## src/rtl/bw_mul_wb_ctrl.sv

```systemverilog
// Wishbone slave sequencing the combinational Baugh-Wooley multiplier: latches operands,
// waits CFG.settle cycles, captures the product. Optional IRQ enabled by BW_MUL_CTRL_IRQ_EN.
module bw_mul_wb_ctrl #(
  parameter int          DATA_W     = 8,
  parameter int          PROD_W     = 16,
  parameter logic [31:0] BASE_ADDR  = 32'h3000_0000,
  parameter logic [3:0]  SETTLE_RST = 4'd2
) (
  input  logic              wb_clk_i,
  input  logic              wb_rst_ni,
  input  logic              wbs_cyc_i,
  input  logic              wbs_stb_i,
  input  logic              wbs_we_i,
  input  logic [3:0]        wbs_sel_i,
  input  logic [31:0]       wbs_adr_i,
  input  logic [31:0]       wbs_dat_i,
  output logic              wbs_ack_o,
  output logic [31:0]       wbs_dat_o,
  output logic [DATA_W-1:0] mul_a,
  output logic [DATA_W-1:0] mul_b,
  input  logic [PROD_W-1:0] mul_p,
  output logic              busy_o,
  output logic              irq_o
);

  typedef enum logic [1:0] {S_IDLE, S_DRIVE, S_SETTLE, S_CAPTURE} state_e;

  state_e              state_q, state_d;
  logic [3:0]          cnt_q, cnt_d;
  logic [3:0]          settle_q, settle_d;
  logic [DATA_W-1:0]   a_q, a_d, b_q, b_d;
  logic [PROD_W-1:0]   res_q, res_d;
  logic                done_q, done_d;
  logic                err_q, err_d;
  logic                ack_q, ack_d;
  logic [31:0]         dat_q, dat_d;
  logic                ie_q, ie_d;

  logic                hit, req, wr, rd;
  logic [1:0]          off;
  logic [31:0]         rdata;
  logic                unused_bits;

  assign unused_bits = ^{wbs_dat_i[31:2*DATA_W], wbs_sel_i[3:2], wbs_adr_i[1:0]};

  assign hit = (wbs_adr_i[31:4] == BASE_ADDR[31:4]);
  assign req = wbs_cyc_i & wbs_stb_i & hit & ~ack_q;
  assign wr  = req & wbs_we_i;
  assign rd  = req & ~wbs_we_i;
  assign off = wbs_adr_i[3:2];

  always_comb begin
    rdata = '0;
    unique case (off)
      2'd0: begin
        rdata[DATA_W-1:0]        = a_q;
        rdata[2*DATA_W-1:DATA_W] = b_q;
      end
      2'd1: rdata = {{(32-PROD_W){res_q[PROD_W-1]}}, res_q};
      2'd2: rdata[2:0] = {err_q, done_q, state_q != S_IDLE};
      default: begin
        rdata[3:0] = settle_q;
        rdata[4]   = ie_q;
      end
    endcase
  end

  always_comb begin
    state_d  = state_q;
    cnt_d    = cnt_q;
    settle_d = settle_q;
    a_d      = a_q;
    b_d      = b_q;
    res_d    = res_q;
    done_d   = done_q;
    err_d    = err_q;
    ie_d     = ie_q;
    ack_d    = req;
    dat_d    = rd ? rdata : '0;

    // RES read clear is applied first so a same-cycle CAPTURE set overrides it
    if (rd && off == 2'd1) done_d = 1'b0;
    if (wr && off == 2'd0 && state_q != S_IDLE) err_d = 1'b1;
    if (wr && off == 2'd2 && wbs_sel_i[0] && wbs_dat_i[2]) err_d = 1'b0;
    if (wr && off == 2'd3 && wbs_sel_i[0]) begin
      settle_d = wbs_dat_i[3:0];
`ifdef BW_MUL_CTRL_IRQ_EN
      ie_d     = wbs_dat_i[4];
`endif
    end

    unique case (state_q)
      S_IDLE: begin
        if (wr && off == 2'd0 && (wbs_sel_i[0] || wbs_sel_i[1])) begin
          if (wbs_sel_i[0]) a_d = wbs_dat_i[DATA_W-1:0];
          if (wbs_sel_i[1]) b_d = wbs_dat_i[2*DATA_W-1:DATA_W];
          done_d  = 1'b0;
          state_d = S_DRIVE;
        end
      end
      S_DRIVE: begin
        cnt_d   = settle_q;
        state_d = S_SETTLE;
      end
      S_SETTLE: begin
        if (cnt_q == '0) state_d = S_CAPTURE;
        else             cnt_d   = cnt_q - 4'd1;
      end
      default: begin
        res_d   = mul_p;
        done_d  = 1'b1;
        state_d = S_IDLE;
      end
    endcase
  end

  always_ff @(posedge wb_clk_i or negedge wb_rst_ni) begin
    if (!wb_rst_ni) begin
      state_q  <= S_IDLE;
      cnt_q    <= '0;
      settle_q <= SETTLE_RST;
      a_q      <= '0;
      b_q      <= '0;
      res_q    <= '0;
      done_q   <= 1'b0;
      err_q    <= 1'b0;
      ie_q     <= 1'b0;
      ack_q    <= 1'b0;
      dat_q    <= '0;
    end else begin
      state_q  <= state_d;
      cnt_q    <= cnt_d;
      settle_q <= settle_d;
      a_q      <= a_d;
      b_q      <= b_d;
      res_q    <= res_d;
      done_q   <= done_d;
      err_q    <= err_d;
      ie_q     <= ie_d;
      ack_q    <= ack_d;
      dat_q    <= dat_d;
    end
  end

  assign wbs_ack_o = ack_q;
  assign wbs_dat_o = dat_q;
  assign mul_a     = a_q;
  assign mul_b     = b_q;
  assign busy_o    = (state_q != S_IDLE);
`ifdef BW_MUL_CTRL_IRQ_EN
  assign irq_o     = done_q & ie_q;
`else
  assign irq_o     = 1'b0;
`endif

endmodule
```

## config.mk

```make
export PLATFORM = sky130hd
export DESIGN_NAME = bw_mul_wb_ctrl
export DESIGN_NICKNAME = d
export VERILOG_FILES = /design/src/rtl/bw_mul_wb_ctrl.sv
export SDC_FILE = /design/constraint.sdc
export NUM_CORES = 1
export LEC_CHECK = 0
export ABC_AREA = 1
export BUFFER_PORTS_ARGS = -buffer_cell sky130_fd_sc_hd__buf_4
export CAP_MARGIN = 20
export CORE_MARGIN = 2
export CORE_UTILIZATION = 30
export CTS_BUF_LIST = sky130_fd_sc_hd__clkbuf_4 sky130_fd_sc_hd__clkbuf_8
export CTS_CLUSTER_SIZE = 25
export DETAILED_ROUTE_END_ITERATION = 12
export SLEW_MARGIN = 40
export SYNTH_ARGS = -nofsm -noshare
export SYNTH_HDL_FRONTEND = slang
export SYNTH_SLANG_ARGS = --single-unit
```

## constraint.sdc

```tcl
create_clock -name wb_clk_i -period 1.9 [get_ports wb_clk_i]
set_input_delay 0.285 -clock wb_clk_i [delete_from_list [all_inputs] [get_ports wb_clk_i]]
set_output_delay 0.285 -clock wb_clk_i [all_outputs]
set_load 0.02 [all_outputs]
```

# Word level (Yosys, flattened, before mapping)
# Cells that the tools add are included.
[totals] ff_bits=77 inputBits=89
[classes] addsub=1 eq_ne=9 mux=15 bitwise_logic=7 reduce_logical=22
[op_table] op="32-bit 2-to-1 mux" n=1
[op_table] op="28-bit by 26-bit == test with 1-bit output (second input constant)" n=1
[op_table] op="11-bit one-hot mux with 2 select lines" n=1
[op_table] op="16-bit 2-to-1 mux" n=1
[op_table] op="2-bit one-hot mux with 3 select lines" n=2
[op_table] op="1-bit logical AND" n=9
[op_table] op="3-bit one-hot mux with 3 select lines" n=1
[op_table] op="4-bit one-hot mux with 2 select lines" n=1
[op_table] op="2-bit == test (second input constant)" n=3
[op_table] op="2-bit != test (second input constant)" n=3
[op_table] op="3-bit AND reduction" n=2
[op_table] op="2-bit nonzero test" n=3
[op_table] op="1-bit bitwise AND" n=5
[op_table] op="2-bit by 1-bit == test with 1-bit output (second input constant)" n=2
[op_table] op="2-bit logical NOT" n=2
[op_table] op="4-bit logical NOT" n=1
[op_table] op="1-bit 2-to-1 mux" n=4
[op_table] op="2-bit 2-to-1 mux" n=2
[op_table] op="4-bit 2-to-1 mux" n=1
[op_table] op="2-bit AND reduction" n=2
[op_table] op="4-bit by 1-bit subtractor with 4-bit output (second input constant)" n=1
[op_table] op="3-bit OR reduction" n=1
[op_table] op="1-bit inverter" n=2
[op_table] op="1-bit one-hot mux with 2 select lines" n=1
[op_table] op="other kinds (2)" n=2

# Depth between registers and ports, before layout
[depth] ltp_word=8 mapped_depth=13

# Worst setup path after synthesis
# Ideal clock, no wire load.
[synth_path] path_kind="reg2reg" startpoint="register ack_q (netlist: wbs_ack_o)" endpoint="register a_q[2] (netlist: mul_a[2])" setup_time_ps=117 arrival_ps=1436 setup_slack_ps=347 path_stages_with_launch=12 n_path_buf=1 cell_sequence="dfrtp_1 inv_1 nand2_1 nor2_1 nand2_2 nor2_8 nand2_4 nor2_8 nand2_2 buf_6 nand2_2 o21ai_2"
[synth_between] elab_chain_len=6
[synth_rtl] item="from (decl)" line="35" rtl="logic ack_q, ack_d;"
[synth_rtl] item="from (signal assigned)" line="140" rtl="ack_q <= ack_d;"
[synth_rtl] item="1-bit inverter" line="47" rtl="assign req = wbs_cyc_i & wbs_stb_i & hit & ~ack_q;"
[synth_rtl] item="1-bit bitwise AND" line="47"
[synth_rtl] item="via ack_d" line="35"
[synth_rtl] item="1-bit bitwise AND" line="48" rtl="assign wr = req & wbs_we_i;"
[synth_rtl] item="1-bit logical AND (2 in a row)" line="94" rtl="if (wr && off == 2'd0 && (wbs_sel_i[0] || wbs_sel_i[1])) begin"
[synth_rtl] item="3-bit AND reduction (no line)"
[synth_rtl] item="to (signal assigned)" line="122" rtl="a_q <= '0;"
[synth_rtl] item="to (signal assigned)" line="134" rtl="a_q <= a_d;"
[synth_rtl] item="to (decl)" line="31" rtl="logic [DATA_W-1:0] a_q, a_d, b_q, b_d;"
# The timed path passes the listed nets, and every way through them passes these cells.
# A chain may end at the register's enable or synchronous reset.

# Worst setup path in the final report
[layout_path] startpoint="register state_q[0]" endpoint="output busy_o"
[layout_between] elab_chain_len=1
[layout_rtl] item="from (decl)" line="28" rtl="state_e state_q, state_d;"
[layout_rtl] item="from (signal assigned)" line="131" rtl="state_q <= state_d;"
[layout_rtl] item="2-bit nonzero test" line="149" rtl="assign busy_o = (state_q != S_IDLE);"
[layout_rtl] item="to (decl)" line="22" rtl="output logic busy_o,"
# No other way between the ends.

==> flow_summary.ini <==
[floorplanning]
die_h_um = 104
initial_utilization_pct = 30.7
std_cell_rows = 36
die-area_mm2 = 0.0108
ios = 140
die_x_um = 104
design.core.area_mm2 = 0.00973

[synth]
synth-simple-area-share_pct = 21.7
avgSynthCellArea_um2 = 8.82
synth_seq_cells = 62
async_reset_ff_share_pct = 100
synth_xor_area_share_pct = 0.586
synth_fa_ha_area_share_pct = 2.09
syn_area_mm2 = 0.00299
synth.yosys.seq_area_share_pct = 51.9
synth_compound_area_share_pct = 12.1
synth_top_family_by_area = simple AND/OR/NAND/NOR gates
netlist_instances = 339
yosys_warnings = 0
muxShareOfSynthArea_pct = 0
synth_nets = 433
synth_enable_flop_cells = 0
synth.distinct_cells = 32
ys.flop_type = dfrtp_1

[worst_setup_path]
crit_path_end_kind = primary output
cp.required_ns = 1.62
ff2ff_setup_slack_ns = 0.23
start_kind = flop
cp_max_fo = 4
rr_endpoint = mul_b[2]
worst-setup-path-type = reg2out
crit_family = buffers and inverters
slowest_delay_ns = 0.41
critPathSlowestCell = dfrtp_1
crit_chain = inv_1, ha_1, inv_1, buf_4
r2r-start = state_q[0]
reg2regPathDepth = 7
cp.arrival_ns = 1.45
critical_path_buf_inv_count = 3
crit_top_cell = inv_1

[final_layout]
fin_nets = 545
syn_to_final_growth_pct = 39.5
final_common_cell = buf_4
multi_input_area_mm2 = 0.00110
layout_common_cells = buf_4, nand2_1, dfrtp_1
regArea_mm2 = 0.00155
n_antenna_cell = 0
postLayoutCellArea_mm2 = 0.00417
drive_gt1_share_pct = 37.3
nFillCells = 983

[global_routing]
grt_usage_pct = 14.6
antenna_found_initial = 0
grt_pass1_vias = 2626
overflow = 0
grt_first_pass_wirelength_um = 12600
grt_start_max_net_pins = 37

[cts]
cts_htree_levels = 3
cts_buffer_depth = 2
cts_tree = done
clkLatencyLatePin_ns = 0.34
clkTransAtPathRegs_ns = 0.08
cts-root-buf = clkbuf_8
post-cts-setup-buffers = 0
cts.sinks = 62
cts_made_buffers = 9

[job]
maxCapViolCount = 0

[drt]
wl_met2_um = 3640
ant_nets = 0
wl_met3_um = 416
wl_per_cell_um = 12.5
viasPerCell = 4.24
via_count = 2500
firstDrtPassIters = 4
wirelength_um = 7380
route.detailed.drc = 0
highest_layer = met4
drt-met1-wl_um = 3140
drtIter0Drc = 130

[status]
status = finished, final reports clean

[timing]
min_period_ns = 1.73
finalSetupViolCount = 0
max_freq_mhz = 578
tns_ns = 0
fin_skew_ns = 0.00806
min_period_over_period_pct = 91.1
timing.slew.headroom_pct = 66.4
hold_violations = 0
final-max-slew-violation-count = 0
worstMarginPinSlew_ns = 0.504
rsz0062_at_grt = no
whs_ns = 0.142

[pwr]
vdd_ir_drop_max_v = 0.000310
power_density_mw_per_mm2 = 680
leakagePower_nw = 2.24

[placed_design]
portBuffers = 118
placed_cell_area_mm2 = 0.00393
gp_congestion = 0.799
dpl.hpwl_um = 5730

[hold_path]
min_from = mul_p[11]
hold_class = in2reg
hold_path_depth = 3
min_to = res_q[11]
stage by stage:
stage / power [W] / setup slack, ns / std cells / utilization (%)
6_report: 0.00284 / 0.168 / 589 / 42.9
5_1_grt: 0.00295 / 0.0507 / 589 / 42.9
4_1_cts: 0.00287 / 0.143 / 589 / 42.9
3_5_place_dp: 0.00154 / 0.129 / 572 / 40.4
3_3_place_gp: 0.00154 / 0.154 / 572 / 40.4
2_1_floorplan: 0.00139 / 0.347 / 339 / -
worst reg2reg max path, delay by kind of cell (launching register included):
| family | cells | cell delay [ns] |
|---|---|---|
| AND/OR/NAND/NOR | 3 | 0.62 |
| flip-flops | 1 | 0.43 |
| AO/OA/AOI/OAI | 1 | 0.08 |
| buffers and inverters | 2 | 0.23 |
| adder cells (fa/ha/maj) | 1 | 0.20 |
sequential cells by signal, summed over array words and instances (netlist names):
register and count:
wbs_dat_o 17, res_q 16, mul_a 8, mul_b 8, cnt_q 4, settle_q 4
state_q 2, done_q 1, err_q 1, wbs_ack_o 1
power breakdown:
group	total (W)	switching, W	internal (W)
clock network	0.00132	0.000540	0.000783
logic	0.000196	0.0000888	0.000107
registers	0.00132	0.00000000410	0.00132
total	0.00284	0.000629	0.00221
area by class of cell:
class	count	share of cell area, %
sequential	62	37.2
multi-input combinational	207	26.3
timing repair buffer	125	22.8
inverter	46	4.14
tap	133	3.99
clock buffer	10	3.30
clock inverter	6	2.25
kinds of logic after synthesis:
logic type / count (synthesis)
flip-flops: 62
AO/OA/AOI/OAI: 58
XOR/XNOR: 2
buffers and inverters: 70
other: 1
adder cells (fa/ha/maj): 5
AND/OR/NAND/NOR: 141
per-layer routing:
layer	up-vias	GRT usage [%]
li1	1282	-
met1	1128	17.7
met5	-	0
met2	78	24.1
met3	12	3.57
met4	0	7.63
synth_stat cells (all sizes together) (2+ instances only):
cell    count  area (um^2)
clkbuf      4         15.0
nor2       26          145
xor2        2         17.5
buf        20          155
nand2      91          367
nand3      20          100
nand4       2         27.5
a31oi       2         12.5
a221oi      2         17.5
ha          5         62.6
dfrtp      61         1530
o21ai      49          294
inv        46          173
worst max path at each step:
stage / start / to / slack, ns / cells past startpoint
floorplan: wbs_ack_o / mul_a[2] / 0.35 / 11
global placement: wbs_adr_i[23] / wbs_dat_o[8] / 0.15 / 11
detailed placement: wbs_adr_i[23] / wbs_dat_o[13] / 0.13 / 11
CTS: state_q[0] / busy_o / 0.14 / 4
global route: state_q[0] / mul_b[0] / 0.05 / 7
finish: state_q[0] / busy_o / 0.17 / 4
repair_timing:
action / in CTS / in global routing
gates resized for setup: 0 / 0
hold endpoints to repair: 34 / 0
hold buffers: 1 / 0
setup endpoints to repair: 0 / 0
Power figures use the tool's default switching activity.
